[config.mk]
export PLATFORM = sky130hd
export DESIGN_NAME = logic_unit_pipe_flat
export DESIGN_NICKNAME = d
export VERILOG_FILES = /design/src/rtl/logic_unit_pipe_pkg.sv /design/src/rtl/logic_unit_pipe_if.sv /design/src/rtl/logic_unit_pipe_op.sv /design/src/rtl/logic_unit_pipe.sv /design/src/flat_wrapper.sv
export SDC_FILE = /design/constraint.sdc
export NUM_CORES = 1
export LEC_CHECK = 0
export CAP_MARGIN = 20
export CORE_AREA = 5 5 58 111
export DETAILED_ROUTE_END_ITERATION = 10
export DIE_AREA = 0 0 63 116
export PLACE_DENSITY = 0.78
export SLEW_MARGIN = 25
export SYNTH_ARGS = -nofsm -noshare
export SYNTH_HDL_FRONTEND = slang
export SYNTH_SLANG_ARGS = --single-unit
export TNS_END_PERCENT = 50
[constraint.sdc]
create_clock -name clk_in -period 3.3 [get_ports clk_in]
set_input_delay 0.66 -clock clk_in [delete_from_list [all_inputs] [get_ports clk_in]]
set_output_delay 0.66 -clock clk_in [all_outputs]
set_load 0.1 [all_outputs]
[src/rtl/logic_unit_pipe_pkg.sv]
// Shared definitions for the logic unit pipeline: opcodes, FSM encoding and
// the single-bit logic function used by both elementwise and reduce modes.
package logic_unit_pipe_pkg;

  localparam logic [2:0] OP_AND  = 3'd0;
  localparam logic [2:0] OP_OR   = 3'd1;
  localparam logic [2:0] OP_NOT  = 3'd2;
  localparam logic [2:0] OP_XOR  = 3'd3;
  localparam logic [2:0] OP_NAND = 3'd4;
  localparam logic [2:0] OP_NOR  = 3'd5;
  localparam logic [2:0] OP_XNOR = 3'd6;
  localparam logic [2:0] OP_PASS = 3'd7;

  typedef enum logic [0:0] {
    ST_IDLE = 1'b0,
    ST_ACC  = 1'b1
  } state_t;

  // x is the "other" operand (b_in or the accumulator); y is always a_in,
  // so the unary ops NOT and PASS act on a_in in both modes.
  function automatic logic bit_op(logic [2:0] op, logic x, logic y);
    logic r;
    case (op)
      OP_AND:  r = x & y;
      OP_OR:   r = x | y;
      OP_NOT:  r = ~y;
      OP_XOR:  r = x ^ y;
      OP_NAND: r = ~(x & y);
      OP_NOR:  r = ~(x | y);
      OP_XNOR: r = ~(x ^ y);
      default: r = y;
    endcase
    return r;
  endfunction

endpackage

[src/rtl/logic_unit_pipe_if.sv]
// Handshake and data bundle between the producer/consumer and the logic unit.
interface logic_unit_pipe_if #(
  parameter int WIDTH = 8,
  parameter int CNT_W = 4
);
  logic [WIDTH-1:0] a_in;
  logic [WIDTH-1:0] b_in;
  logic [2:0]       op_in;
  logic             reduce_in;
  logic             last_in;
  logic             valid_in;
  logic             ready_out;
  logic [WIDTH-1:0] y_out;
  logic             zero_out;
  logic             parity_out;
  logic [CNT_W-1:0] cnt_out;
  logic             ovf_out;
  logic             valid_out;
  logic             ready_in;

  modport master (
    output a_in, b_in, op_in, reduce_in, last_in, valid_in, ready_in,
    input  ready_out, y_out, zero_out, parity_out, cnt_out, ovf_out, valid_out
  );

  modport slave (
    input  a_in, b_in, op_in, reduce_in, last_in, valid_in, ready_in,
    output ready_out, y_out, zero_out, parity_out, cnt_out, ovf_out, valid_out
  );
endinterface

[src/rtl/logic_unit_pipe_op.sv]
// Purely combinational WIDTH-bit bitwise logic operation.
module logic_unit_op
  import logic_unit_pipe_pkg::*;
#(
  parameter int WIDTH = 8
) (
  input  logic [2:0]       op,
  input  logic [WIDTH-1:0] x,
  input  logic [WIDTH-1:0] y,
  output logic [WIDTH-1:0] res
);

  // Apply the per-bit function across the whole word.
  always_comb begin
    res = '0;
    for (int i = 0; i < WIDTH; i++) begin
      res[i] = bit_op(op, x[i], y[i]);
    end
  end

endmodule

[src/rtl/logic_unit_pipe.sv]
// Registered logic unit with valid/ready on both sides and a multi-beat
// reduce mode that folds a burst of a_in values into a single result.
//
//   state   | meaning
//   --------+------------------------------------------------
//   ST_IDLE | no burst open; beats are elementwise or open a burst
//   ST_ACC  | reduce burst open; beats fold into acc with latched op
module logic_unit_pipe
  import logic_unit_pipe_pkg::*;
#(
  parameter int WIDTH = 8,
  parameter int CNT_W = 4
) (
  input logic          clk_in,
  input logic          rst_n_in,
  logic_unit_pipe_if.slave bus
);

  localparam logic [CNT_W-1:0] CNT_ONE = CNT_W'(1);
  localparam logic [CNT_W-1:0] CNT_MAX = {CNT_W{1'b1}};

  state_t           state;
  logic [WIDTH-1:0] acc;
  logic [CNT_W-1:0] cnt_acc;
  logic             ovf_acc;
  logic [2:0]       op_q;

  logic [WIDTH-1:0] y_q;
  logic [CNT_W-1:0] cnt_q;
  logic             ovf_q;
  logic             valid_q;

  logic             ready;
  logic             accept;
  logic             take;
  logic             in_acc;
  logic [2:0]       op_sel;
  logic [WIDTH-1:0] x_sel;
  logic [WIDTH-1:0] op_res;
  logic [CNT_W-1:0] cnt_inc;
  logic             ovf_inc;

  assign in_acc = (state == ST_ACC);
  assign ready  = !valid_q || bus.ready_in;
  assign accept = bus.valid_in && ready;
  assign take   = valid_q && bus.ready_in;

  // One operator serves both modes: b_in op a_in, or acc op a_in in a burst.
  assign op_sel = in_acc ? op_q : bus.op_in;
  assign x_sel  = in_acc ? acc  : bus.b_in;

  // Count saturates; overflow flags any beat that arrived with the count full.
  assign cnt_inc = (cnt_acc == CNT_MAX) ? cnt_acc : cnt_acc + CNT_ONE;
  assign ovf_inc = ovf_acc || (cnt_acc == CNT_MAX);

  logic_unit_op #(.WIDTH(WIDTH)) u_op (
    .op  (op_sel),
    .x   (x_sel),
    .y   (bus.a_in),
    .res (op_res)
  );

  // FSM, accumulator and registered result/status; a take and a publish in
  // the same cycle leave valid set with the new result.
  always_ff @(posedge clk_in or negedge rst_n_in) begin
    if (!rst_n_in) begin
      state   <= ST_IDLE;
      acc     <= '0;
      cnt_acc <= '0;
      ovf_acc <= 1'b0;
      op_q    <= OP_AND;
      y_q     <= '0;
      cnt_q   <= '0;
      ovf_q   <= 1'b0;
      valid_q <= 1'b0;
    end else begin
      if (take) begin
        valid_q <= 1'b0;
      end
      if (accept) begin
        case (state)
          ST_IDLE: begin
            if (!bus.reduce_in) begin
              y_q     <= op_res;
              cnt_q   <= CNT_ONE;
              ovf_q   <= 1'b0;
              valid_q <= 1'b1;
            end else begin
              op_q    <= bus.op_in;
              acc     <= bus.a_in;
              cnt_acc <= CNT_ONE;
              ovf_acc <= 1'b0;
              if (bus.last_in) begin
                y_q     <= bus.a_in;
                cnt_q   <= CNT_ONE;
                ovf_q   <= 1'b0;
                valid_q <= 1'b1;
              end else begin
                state <= ST_ACC;
              end
            end
          end
          ST_ACC: begin
            acc     <= op_res;
            cnt_acc <= cnt_inc;
            ovf_acc <= ovf_inc;
            if (bus.last_in) begin
              y_q     <= op_res;
              cnt_q   <= cnt_inc;
              ovf_q   <= ovf_inc;
              valid_q <= 1'b1;
              state   <= ST_IDLE;
            end
          end
          default: state <= ST_IDLE;
        endcase
      end
    end
  end

  assign bus.ready_out  = ready;
  assign bus.y_out      = y_q;
  assign bus.cnt_out    = cnt_q;
  assign bus.ovf_out    = ovf_q;
  assign bus.valid_out  = valid_q;
  assign bus.zero_out   = ~|y_q;
  assign bus.parity_out = ^y_q;

endmodule

[src/flat_wrapper.sv]
// flat-port wrapper written by rule: the top's interface ports become plain ports
module logic_unit_pipe_flat import logic_unit_pipe_pkg::*;
#(
  parameter int WIDTH = 8,
  parameter int CNT_W = 4
)
  (clk_in, rst_n_in, bus_a_in, bus_b_in, bus_op_in, bus_reduce_in, bus_last_in, bus_valid_in, bus_ready_in, bus_ready_out, bus_y_out, bus_zero_out, bus_parity_out, bus_cnt_out, bus_ovf_out, bus_valid_out);
  logic_unit_pipe_if #(.WIDTH(WIDTH), .CNT_W(CNT_W)) bus_i ();
  input logic clk_in;
  input logic rst_n_in;
  input wire logic [$bits(bus_i.a_in)-1:0] bus_a_in;
  input wire logic [$bits(bus_i.b_in)-1:0] bus_b_in;
  input wire logic [$bits(bus_i.op_in)-1:0] bus_op_in;
  input wire logic [$bits(bus_i.reduce_in)-1:0] bus_reduce_in;
  input wire logic [$bits(bus_i.last_in)-1:0] bus_last_in;
  input wire logic [$bits(bus_i.valid_in)-1:0] bus_valid_in;
  input wire logic [$bits(bus_i.ready_in)-1:0] bus_ready_in;
  output wire logic [$bits(bus_i.ready_out)-1:0] bus_ready_out;
  output wire logic [$bits(bus_i.y_out)-1:0] bus_y_out;
  output wire logic [$bits(bus_i.zero_out)-1:0] bus_zero_out;
  output wire logic [$bits(bus_i.parity_out)-1:0] bus_parity_out;
  output wire logic [$bits(bus_i.cnt_out)-1:0] bus_cnt_out;
  output wire logic [$bits(bus_i.ovf_out)-1:0] bus_ovf_out;
  output wire logic [$bits(bus_i.valid_out)-1:0] bus_valid_out;
  assign bus_i.a_in = bus_a_in;
  assign bus_i.b_in = bus_b_in;
  assign bus_i.op_in = bus_op_in;
  assign bus_i.reduce_in = bus_reduce_in;
  assign bus_i.last_in = bus_last_in;
  assign bus_i.valid_in = bus_valid_in;
  assign bus_i.ready_in = bus_ready_in;
  assign bus_ready_out = bus_i.ready_out;
  assign bus_y_out = bus_i.y_out;
  assign bus_zero_out = bus_i.zero_out;
  assign bus_parity_out = bus_i.parity_out;
  assign bus_cnt_out = bus_i.cnt_out;
  assign bus_ovf_out = bus_i.ovf_out;
  assign bus_valid_out = bus_i.valid_out;
  logic_unit_pipe #(.WIDTH(WIDTH), .CNT_W(CNT_W)) u_core (.clk_in(clk_in), .rst_n_in(rst_n_in), .bus(bus_i));
endmodule
Word level (Yosys, flattened, before mapping) --
Index checks and enable logic that the tools add are counted.
Operators by class: $add $sub $neg 1, equal/unequal tests 10, muxes and demuxes 37, bitwise gates (word level) 57, reduce and logical (&&, ||, !) cells 12
Operator list (count):
- $pmux W1 S7 | 8
- $mux W8 | 5
- $not A1 Y1 | 33
- $pmux W8 S2 | 2
- $mux W4 | 5
- $pmux W4 S2 | 2
- $mux W1 | 10
- $eq A3 B3 Y1 const B | 3
- $and A1 B1 Y1 | 8
- $or A1 B1 Y1 | 8
- $pmux W1 S2 | 4
- $reduce_or A8 Y1 | 1
- $reduce_xor A8 Y1 | 1
- $xor A1 B1 Y1 | 8
- $eq A3 B2 Y1 const B | 2
- $reduce_and A3 Y1 | 2
- $add A4 B1 Y4 const B | 1
- $eq A4 B4 Y1 const B | 1
- $ne A2 B2 Y1 const B | 2
- $eq A3 B1 Y1 const B | 1
- $logic_not A3 Y1 | 1
- $mux W3 | 1
- $ne A3 B3 Y1 const B | 1
- $logic_and A1 B1 Y1 | 2
- 3 further kinds | 5
Word-level totals: register bits 31, input port bits 25, output and inout bits 17, word-level logic and storage cells 126

Logic depth before layout (Yosys ltp) --
Gate-level depths: netlist of the first run.
depth in word-level cells 6, gate-level depth with buffers 12, depth with buffers taken out 8

Modules after synthesis --
From an unflattened synthesis of the first run, not the netlist that was laid out.
Unflattened totals: cells, all modules 272, area, all modules 2651.3 µm²
By module, submodules not included:
- logic_unit_pipe | instances 1, cells each 150, area each 1798.0 µm², sequential area each 775.7 µm²
- logic_unit_op | instances 1, cells each 122, area each 853.3 µm², sequential area each 0.0 µm²

Least setup slack after synthesis of the first run --
Ideal clock, no wire load.
kind register to output, from reg u_core.y_q[1], in the netlist u_core.bus.y_out[1], to out bus_parity_out, data arrival time 3131 ps, setup slack -491 ps, cell stages (with the launch flop) 5, path through dfrtp_1 -> inv_1 -> ha_1 -> xor2_1 -> xnor2_1
On the way: cells in the longest elaborated chain, start to end 1
RTL lines:
- start, declared | line logic_unit_pipe.sv:28 | logic [WIDTH-1:0] y_q;
- start signal, assigned | line logic_unit_pipe.sv:84 | y_q <= op_res;
- start signal, assigned | line logic_unit_pipe.sv:94 | y_q <= bus.a_in;
- start signal, assigned | line logic_unit_pipe.sv:108 | y_q <= op_res;
- $reduce_xor A8 Y1 | line logic_unit_pipe.sv:127 | assign bus.parity_out = ^y_q;
- end, declared | line flat_wrapper.sv:21 | output wire logic [$bits(bus_i.parity_out)-1:0] bus_parity_out;
Every way passes these cells.

Worst setup path after layout of the first run --
from reg u_core.state, in the netlist u_core.in_acc, to reg u_core.y_q[7], in the netlist u_core.bus.y_out[7]
On the way: cells in the longest elaborated chain, start to end 6, elaborated cells on any way between the ends 23, those cells by class 8 x eq/ne; 6 x mux; 7 x bitwise; 2 x reduce/logical
RTL lines:
- start, declared | line logic_unit_pipe.sv:22 | state_t state;
- start signal, assigned | line logic_unit_pipe.sv:67 | state <= ST_IDLE;
- start signal, assigned | line logic_unit_pipe.sv:99 | state <= ST_ACC;
- start signal, assigned | line logic_unit_pipe.sv:112 | state <= ST_IDLE;
- $mux W8 | line logic_unit_pipe.sv:50 | assign x_sel = in_acc ? acc : bus.b_in;
- $xor A1 B1 Y1, or another cell as far along | line logic_unit_pipe_pkg.sv:27, logic_unit_pipe_pkg.sv:30
- $not A1 Y1 (on tied branches) | line logic_unit_pipe_pkg.sv:30, logic_unit_pipe_pkg.sv:28, logic_unit_pipe_pkg.sv:29
- $pmux W1 S7 | line logic_unit_pipe_pkg.sv:23 | case (op)
- $mux W8 (on tied branches) | line logic_unit_pipe.sv:107, logic_unit_pipe.sv:83
- $pmux W8 S2 | line logic_unit_pipe.sv:81 | case (state)
Several ways; a longest one is shown, not always the timed one. The select of a mux whose other input is x is not followed. A chain may end at the register's enable or synchronous reset.

==> flow_results.xml, run 1 <==
<?xml version="1.0" encoding="UTF-8"?>
<metrics>
  <group name="final_layout">
    <metric name="drive_above_1_share" unit="%">16.8</metric>
    <metric name="ff_latch_area" unit="um2">777</metric>
    <metric name="nNetsFinal" unit="">379</metric>
    <metric name="num_antenna_cells" unit="">0</metric>
    <metric name="layout_common_cells" unit="">dfrtp_1 (30), inv_1 (25), nand2_1 (25)</metric>
    <metric name="layout-area-overhead-vs-synth" unit="%">18.9</metric>
    <metric name="multi_input_area" unit="um2">1680</metric>
    <metric name="layout_commonest_cell" unit="">dfrtp_1</metric>
    <metric name="final.fill_count" unit="">491</metric>
  </group>
  <group name="clock_tree">
    <metric name="cts.reportedPaths.clkPinSlew" unit="ps">70</metric>
    <metric name="numClockSinks" unit="">31</metric>
    <metric name="worst_skew_pair.late_latency" unit="ps">290</metric>
    <metric name="cell_chosen_for_the_clock_root" unit="">clkbuf_8</metric>
    <metric name="clock_buffers_created_by_tritoncts" unit="">5</metric>
    <metric name="cts_tree" unit="">yes</metric>
    <metric name="post_cts.resized_instances" unit="">0</metric>
    <metric name="cts_hold_buffers" unit="">0</metric>
    <metric name="postCtsSetupRepairBufs" unit="">0</metric>
    <metric name="number_of_buffers_on_the_longest_clock_path" unit="">2</metric>
    <metric name="cts_max_level" unit="">2</metric>
  </group>
  <group name="critical_path">
    <metric name="crit_required" unit="ps">3460</metric>
    <metric name="worst_ep_arrival_time" unit="ps">2720</metric>
    <metric name="critical_path.cell_chain" unit="">buf_4 &gt; mux2i_1 &gt; ha_1 &gt; o22ai_1 &gt; o221ai_1 &gt; a211oi_2 &gt; o31ai_1</metric>
    <metric name="worstPathMaxFanout" unit="">36</metric>
    <metric name="critical_setup_path_class" unit="">reg2reg</metric>
    <metric name="critical_path.top_delay_family" unit="">flip-flops</metric>
    <metric name="critPathCaptureType" unit="">flip-flop</metric>
    <metric name="critical_path.slowest_cell" unit="">dfrtp_2</metric>
    <metric name="critPathMaxStageDelay" unit="ps">860</metric>
    <metric name="setup.worst_path.start_class" unit="">flip-flop</metric>
    <metric name="worst-path-buf-inv" unit="">1</metric>
  </group>
  <group name="worst_hold_path">
    <metric name="timing.hold.worst.class" unit="">reg2reg</metric>
  </group>
  <group name="die">
    <metric name="initial_core_utilization" unit="%">48.0</metric>
    <metric name="pin_count" unit="">42</metric>
    <metric name="fp.dieH" unit="um">116</metric>
    <metric name="die_area" unit="um2">7310</metric>
    <metric name="core_region_area" unit="um2">5470</metric>
    <metric name="fp.dieW" unit="um">63</metric>
    <metric name="core.rowCount" unit="">38</metric>
  </group>
  <group name="synth">
    <metric name="syn_inst" unit="">294</metric>
    <metric name="post_synth_instance_area" unit="um2">2620</metric>
    <metric name="edff_count_synth" unit="">0</metric>
    <metric name="post_synthesis_sequential_area_ratio" unit="%">29.6</metric>
    <metric name="synth_async_sr_flop_share" unit="%">100</metric>
    <metric name="ys_seq_elements" unit="">31</metric>
    <metric name="yosysUniqueCellTypes" unit="">51</metric>
    <metric name="syn_avg_cell_area" unit="um2">8.92</metric>
    <metric name="synthesis.nets" unit="">340</metric>
    <metric name="synthesis.yosys.warnings" unit="">0</metric>
    <metric name="ys_dominant_reg_cell" unit="">dfrtp_1</metric>
  </group>
  <group name="route">
    <metric name="detail-route-antenna-nets" unit="">0</metric>
    <metric name="vias" unit="">2363</metric>
    <metric name="detail_route.vias_per_cell" unit="">6.01</metric>
    <metric name="wl_per_cell" unit="um">16.9</metric>
    <metric name="dr.first_iter.drc_count" unit="">129</metric>
    <metric name="drc_errors" unit="">0</metric>
    <metric name="drt-pass1-iter-count" unit="">4</metric>
    <metric name="totalWireLength" unit="um">6640</metric>
  </group>
  <group name="sta">
    <metric name="setup-tns-final" unit="ps">0</metric>
    <metric name="grt_setup_unrepaired" unit="">false</metric>
    <metric name="transition_time_at_the_pin_with_the_least_slew_margin" unit="ps">750</metric>
    <metric name="final-setup-viol-count" unit="">0</metric>
    <metric name="fin_hold_ws" unit="ps">488</metric>
    <metric name="slew_headroom" unit="%">50.0</metric>
    <metric name="clock.fmax" unit="GHz">0.391</metric>
    <metric name="post-route-min-period" unit="ps">2560</metric>
    <metric name="fin_hold_viols" unit="">0</metric>
    <metric name="clock_tree_skew_after_final_layout" unit="ps">3.02</metric>
    <metric name="finalMaxSlewViolations" unit="">0</metric>
    <metric name="timing.final.crit_share" unit="%">77.5</metric>
  </group>
  <group name="power_and_ir_drop">
    <metric name="cellPowerDensity" unit="nW/um2">1030</metric>
    <metric name="ir_drop" unit="V">0.00248</metric>
    <metric name="cellLeakagePower" unit="nW">1.43</metric>
  </group>
  <group name="placed_design">
    <metric name="place_congestion" unit="">0.886</metric>
    <metric name="placed_wire_length_estimate_after_detailed_placement" unit="um">5200</metric>
    <metric name="io_buffers" unit="">41</metric>
  </group>
  <group name="grt">
    <metric name="grt_max_degree" unit="">37</metric>
    <metric name="grtUsageTotal" unit="%">18.9</metric>
    <metric name="via_count_of_the_first_global_routing_pass" unit="">2399</metric>
    <metric name="grt_pass1_wl" unit="um">11200</metric>
    <metric name="number_of_antenna_violations_at_the_first_check_in_global_routing" unit="">0</metric>
    <metric name="grt.overflow.total" unit="">0</metric>
  </group>
  <group name="status">
    <metric name="status" unit="">finished, final reports clean</metric>
  </group>
  <group name="flow_run">
    <metric name="max_cap_viols" unit="">0</metric>
  </group>
</metrics>
[worst reg2reg max path, delay by kind of cell, from the launching register on]
family / cells / cell delay, ps
DFF: 1 / 860
muxes: 1 / 270
adders and majority gates: 1 / 290
AOI/OAI and AO/OA: 4 / 680
buffers and inverters: 1 / 330
[flip-flops by register name, indices dropped and copies added (netlist names)]
register and cells:
u_core.ovf_acc 1, u_core.bus.valid_out 1, u_core.in_acc 1, u_core.op_q 3, u_core.acc 8, u_core.bus.y_out 8, u_core.cnt_acc 4, u_core.bus.ovf_out 1
u_core.bus.cnt_out 4
[cell type report]
type	instances	area share, %
multi-input cells	224	53.9
flip-flops and latches	31	24.9
repair buffers	46	13.0
inverters	25	3.01
clock buffers	6	2.65
well taps	60	2.41
clock inverters	1	0.160
[worst paths after layout]
check / start / to / slack, ps / cells past startpoint
max: u_core.in_acc$_DFFE_PN0P_ / u_core.bus.y_out[7]$_DFFE_PN0P_ / 740 / 7
min: u_core.bus.cnt_out[2]$_DFFE_PN0P_ / u_core.bus.cnt_out[2]$_DFFE_PN0P_ / 490 / 2
max reg2reg: u_core.in_acc$_DFFE_PN0P_ / u_core.bus.y_out[7]$_DFFE_PN0P_ / 740 / 7
min reg2reg: u_core.bus.cnt_out[2]$_DFFE_PN0P_ / u_core.bus.cnt_out[2]$_DFFE_PN0P_ / 490 / 2
max in group asynchronous: rst_n_in / u_core.in_acc$_DFFE_PN0P_ / 2210 / 2
min in group asynchronous: rst_n_in / u_core.op_q[1]$_DFFE_PN0P_ / 760 / 2
[logic make-up after synthesis]
| logic type | Yosys count | share of synthesized area, % |
|---|---|---|
| and+or+nand+nor | 83 | 15.5 |
| adders and majority gates | 21 | 10.0 |
| xor gates and xnor gates | 4 | 1.34 |
| DFF | 31 | 29.6 |
| buffers and inverters | 39 | 6.77 |
| AOI/OAI and AO/OA | 92 | 25.5 |
| muxes | 24 | 11.3 |
[cell usage after synthesis, types with 3 or more instances]
cell type,number,area (um2)
mux2i_4,3,67.6
o31ai_1,15,113
nor2_1,21,78.8
ha_1,21,263
mux2i_1,15,150
nor3_1,10,50.1
nand3_1,4,20.0
o221ai_1,6,52.6
nor2b_1,3,18.8
xnor2_1,3,26.3
a211oi_2,5,62.6
and3_1,4,25.0
mux2_2,3,33.8
inv_1,25,93.8
a211oi_1,4,30.0
a21oi_1,15,75.1
mux2_4,3,45.0
dfrtp_1,31,776
o22ai_1,20,125
o21ai_0,9,45.0
nand2b_1,3,18.8
buf_2,7,35.0
nand2_1,25,93.8
buf_6,3,33.8
[routing by layer]
metal  wire (um)  up-vias  global-route usage (%)  share of wire [%]
met5           0        -                       0                  0
met4         222        0                    10.2                3.3
met3         233       16                    3.30                3.5
met2        3650       56                    35.3                 55
met1        2540     1128                    19.6                 38
li1            -     1163                       -                  -
[report_power, final]
group          leakage [nW]  total (mW)  internal, mW  switching (mW)
Clock                0.0470       0.314         0.164           0.150
Sequential            0.384       0.693         0.528           0.164
Combinational         0.996        2.19         0.669            1.52
[through the flow]
stage	setup slack [ps]	power, mW	instance area (um2)	utilization (%)	cells
final	741	3.20	3120	57.0	393
after global routing	540	3.38	3120	57.0	393
after CTS	742	3.21	3120	57.0	393
after detailed placement	588	2.89	3030	55.4	386
after global placement	656	2.85	3030	55.4	386
after floorplan	129	2.41	2630	-	294
No activity file was read; power rests on OpenSTA's default activity.
==> run 2: changes to the inputs <==
==> constraint.sdc (replaced) <==
create_clock -name clk_in -period 2.4 [get_ports clk_in]
set_input_delay 0.48 -clock clk_in [delete_from_list [all_inputs] [get_ports clk_in]]
set_output_delay 0.48 -clock clk_in [all_outputs]
set_load 0.1 [all_outputs]
==> run 2 against run 1 <==
Net effect: die area unchanged; clock power increased by 76%; via count increased by 3.9%; register-to-register slack got worse by 400 ps; combinational power increased by 57%; sequential share of layout area decreased by 0.95 points; largest power group unchanged; highest routed layer unchanged.
==> flow_results.xml, run 2 (synthesized netlist as in run 1, its figures left out) <==
<?xml version="1.0" encoding="UTF-8"?>
<metrics>
  <group name="status">
    <metric name="status" unit="">finished, final reports clean</metric>
  </group>
  <group name="route">
    <metric name="wl_per_cell" unit="um">17.0</metric>
    <metric name="detail-route-antenna-nets" unit="">0</metric>
    <metric name="dr.first_iter.drc_count" unit="">127</metric>
    <metric name="totalWireLength" unit="um">6850</metric>
    <metric name="drc_errors" unit="">0</metric>
    <metric name="drt-pass1-iter-count" unit="">5</metric>
    <metric name="detail_route.vias_per_cell" unit="">6.11</metric>
    <metric name="vias" unit="">2456</metric>
  </group>
  <group name="die">
    <metric name="pin_count" unit="">42</metric>
    <metric name="core_region_area" unit="um2">5470</metric>
    <metric name="fp.dieH" unit="um">116</metric>
    <metric name="fp.dieW" unit="um">63</metric>
    <metric name="die_area" unit="um2">7310</metric>
    <metric name="initial_core_utilization" unit="%">48.0</metric>
    <metric name="core.rowCount" unit="">38</metric>
  </group>
  <group name="clock_tree">
    <metric name="numClockSinks" unit="">31</metric>
    <metric name="cts_tree" unit="">yes</metric>
    <metric name="cell_chosen_for_the_clock_root" unit="">clkbuf_8</metric>
    <metric name="worst_skew_pair.late_latency" unit="ps">290</metric>
    <metric name="postCtsSetupRepairBufs" unit="">0</metric>
    <metric name="cts.reportedPaths.clkPinSlew" unit="ps">70</metric>
    <metric name="number_of_buffers_on_the_longest_clock_path" unit="">2</metric>
    <metric name="cts_hold_buffers" unit="">0</metric>
    <metric name="post_cts.resized_instances" unit="">0</metric>
    <metric name="clock_buffers_created_by_tritoncts" unit="">5</metric>
    <metric name="cts_max_level" unit="">2</metric>
  </group>
  <group name="critical_path">
    <metric name="crit_required" unit="ps">1920</metric>
    <metric name="worst_ep_arrival_time" unit="ps">1800</metric>
    <metric name="rr_endpoint" unit="">u_core.bus.y_out[3]$_DFFE_PN0P_</metric>
    <metric name="worst_setup_path_startpoint" unit="">u_core.bus.y_out[1]$_DFFE_PN0P_</metric>
    <metric name="r2r_start" unit="">u_core.in_acc$_DFFE_PN0P_</metric>
    <metric name="worstPathMaxFanout" unit="">2</metric>
    <metric name="critical_setup_path_class" unit="">reg2out</metric>
    <metric name="reg_to_reg_slack_setup" unit="ps">340</metric>
    <metric name="cells_on_worst_reg2reg_path" unit="">7</metric>
    <metric name="setup.worst_path.start_class" unit="">flip-flop</metric>
    <metric name="critPathCaptureType" unit="">output pin</metric>
  </group>
  <group name="final_layout">
    <metric name="layout-area-overhead-vs-synth" unit="%">25.4</metric>
    <metric name="num_antenna_cells" unit="">0</metric>
    <metric name="drive_above_1_share" unit="%">21.9</metric>
    <metric name="layout_common_cells" unit="">buf_4 (26), inv_1 (25), nand2_1 (25)</metric>
    <metric name="layout.cell_area.non_filler" unit="um2">3290</metric>
    <metric name="nNetsFinal" unit="">387</metric>
    <metric name="final.fill_count" unit="">496</metric>
    <metric name="layout_commonest_cell" unit="">buf_4</metric>
  </group>
  <group name="power_and_ir_drop">
    <metric name="cellPowerDensity" unit="nW/um2">1500</metric>
    <metric name="seqPwrFrac" unit="%">18.9</metric>
    <metric name="power.share.switching" unit="%">53.7</metric>
    <metric name="share_comb_of_total_power" unit="%">69.8</metric>
    <metric name="cellLeakagePower" unit="nW">1.49</metric>
    <metric name="clkPwrFrac" unit="%">11.2</metric>
    <metric name="power.internal" unit="mW">2.28</metric>
    <metric name="netSwitchingPower" unit="mW">2.65</metric>
    <metric name="ir_drop" unit="V">0.00374</metric>
  </group>
  <group name="sta">
    <metric name="grt_setup_unrepaired" unit="">false</metric>
    <metric name="finalMaxSlewViolations" unit="">0</metric>
    <metric name="clock.fmax" unit="GHz">0.438</metric>
    <metric name="clock_tree_skew_after_final_layout" unit="ps">10.9</metric>
    <metric name="post-route-min-period" unit="ps">2280</metric>
    <metric name="setup-tns-final" unit="ps">0</metric>
    <metric name="timing.final.crit_share" unit="%">95.2</metric>
    <metric name="slew_headroom" unit="%">68.9</metric>
    <metric name="final-setup-viol-count" unit="">0</metric>
    <metric name="fin_hold_viols" unit="">0</metric>
    <metric name="transition_time_at_the_pin_with_the_least_slew_margin" unit="ps">463</metric>
  </group>
  <group name="grt">
    <metric name="grtUsageTotal" unit="%">20.1</metric>
    <metric name="grt_max_degree" unit="">33</metric>
    <metric name="grt_pass1_wl" unit="um">11900</metric>
    <metric name="grt.overflow.total" unit="">0</metric>
    <metric name="via_count_of_the_first_global_routing_pass" unit="">2522</metric>
    <metric name="number_of_antenna_violations_at_the_first_check_in_global_routing" unit="">0</metric>
  </group>
  <group name="worst_hold_path">
    <metric name="worstHoldEndpoint" unit="">u_core.bus.cnt_out[3]$_DFFE_PN0P_</metric>
    <metric name="timing.hold.worst_path_depth" unit="">2</metric>
    <metric name="timing.hold.worst.class" unit="">reg2reg</metric>
    <metric name="worst_hold_startpoint" unit="">u_core.bus.cnt_out[3]$_DFFE_PN0P_</metric>
  </group>
  <group name="flow_run">
    <metric name="max_cap_viols" unit="">0</metric>
  </group>
  <group name="placed_design">
    <metric name="place_congestion" unit="">0.920</metric>
    <metric name="io_buffers" unit="">41</metric>
    <metric name="placed_cell_area" unit="um2">3170</metric>
    <metric name="placed_wire_length_estimate_after_detailed_placement" unit="um">5310</metric>
  </group>
</metrics>
run 2: power by group through the flow:
| stage | registers [mW] | clock network, mW | logic [mW] |
|---|---|---|---|
| after floorplan | 1.59 | 0 | 1.91 |
| after global placement | 0.935 | 0 | 3.40 |
| after detailed placement | 0.942 | 0 | 3.44 |
| after CTS | 0.932 | 0.560 | 3.45 |
| after global routing | 0.970 | 0.585 | 3.63 |
| final | 0.933 | 0.554 | 3.44 |
run 2: worst max-delay path by stage:
stage                                            endpoint  slack [ps]  cells after the start
after global routing                       bus_parity_out          50                      5
after detailed placement  u_core.bus.y_out[1]$_DFFE_PN0P_          70                      9
after CTS                                  bus_parity_out          90                      5
after floorplan                            bus_parity_out          20                      4
after global placement    u_core.bus.y_out[1]$_DFFE_PN0P_          60                      7
final                                      bus_parity_out         120                      5
run 2: stage by stage:
step,power [mW],util (%),setup slack (ps),cells,hold WS [ps]
4_1_cts,4.94,60.2,89.1,402,487
6_report,4.92,60.2,116,402,481
3_3_place_gp,4.33,58.0,59.8,394,464
5_1_grt,5.19,60.2,50.1,402,511
3_5_place_dp,4.39,58.0,66.9,394,472
2_1_floorplan,3.50,-,17.5,294,184
run 2: layout make-up:
cell class              count  area, um2  share of cell area [%]
well taps                  60       75.1                    2.28
inverters                  25       93.8                    2.85
multi-input cells         224       1700                    51.7
clock buffers               6       82.6                    2.51
flip-flops and latches     31        788                    24.0
clock inverters             2       35.0                    1.07
repair buffers             54        515                    15.7
run 2: metal layers:
layer	wire length (um)	up-vias	global-route usage [%]
met5	0	-	0
met4	204	0	10.2
met3	272	20	2.81
met2	3720	75	37.5
met1	2650	1170	21.5
li1	-	1191	-
run 2: critical path, cell delays in order, from the launching register on:
cell and delay, ps:
dfrtp_2 400, inv_1 120, ha_1 260, xor2_1 360
xnor2_4 170, buf_12 190
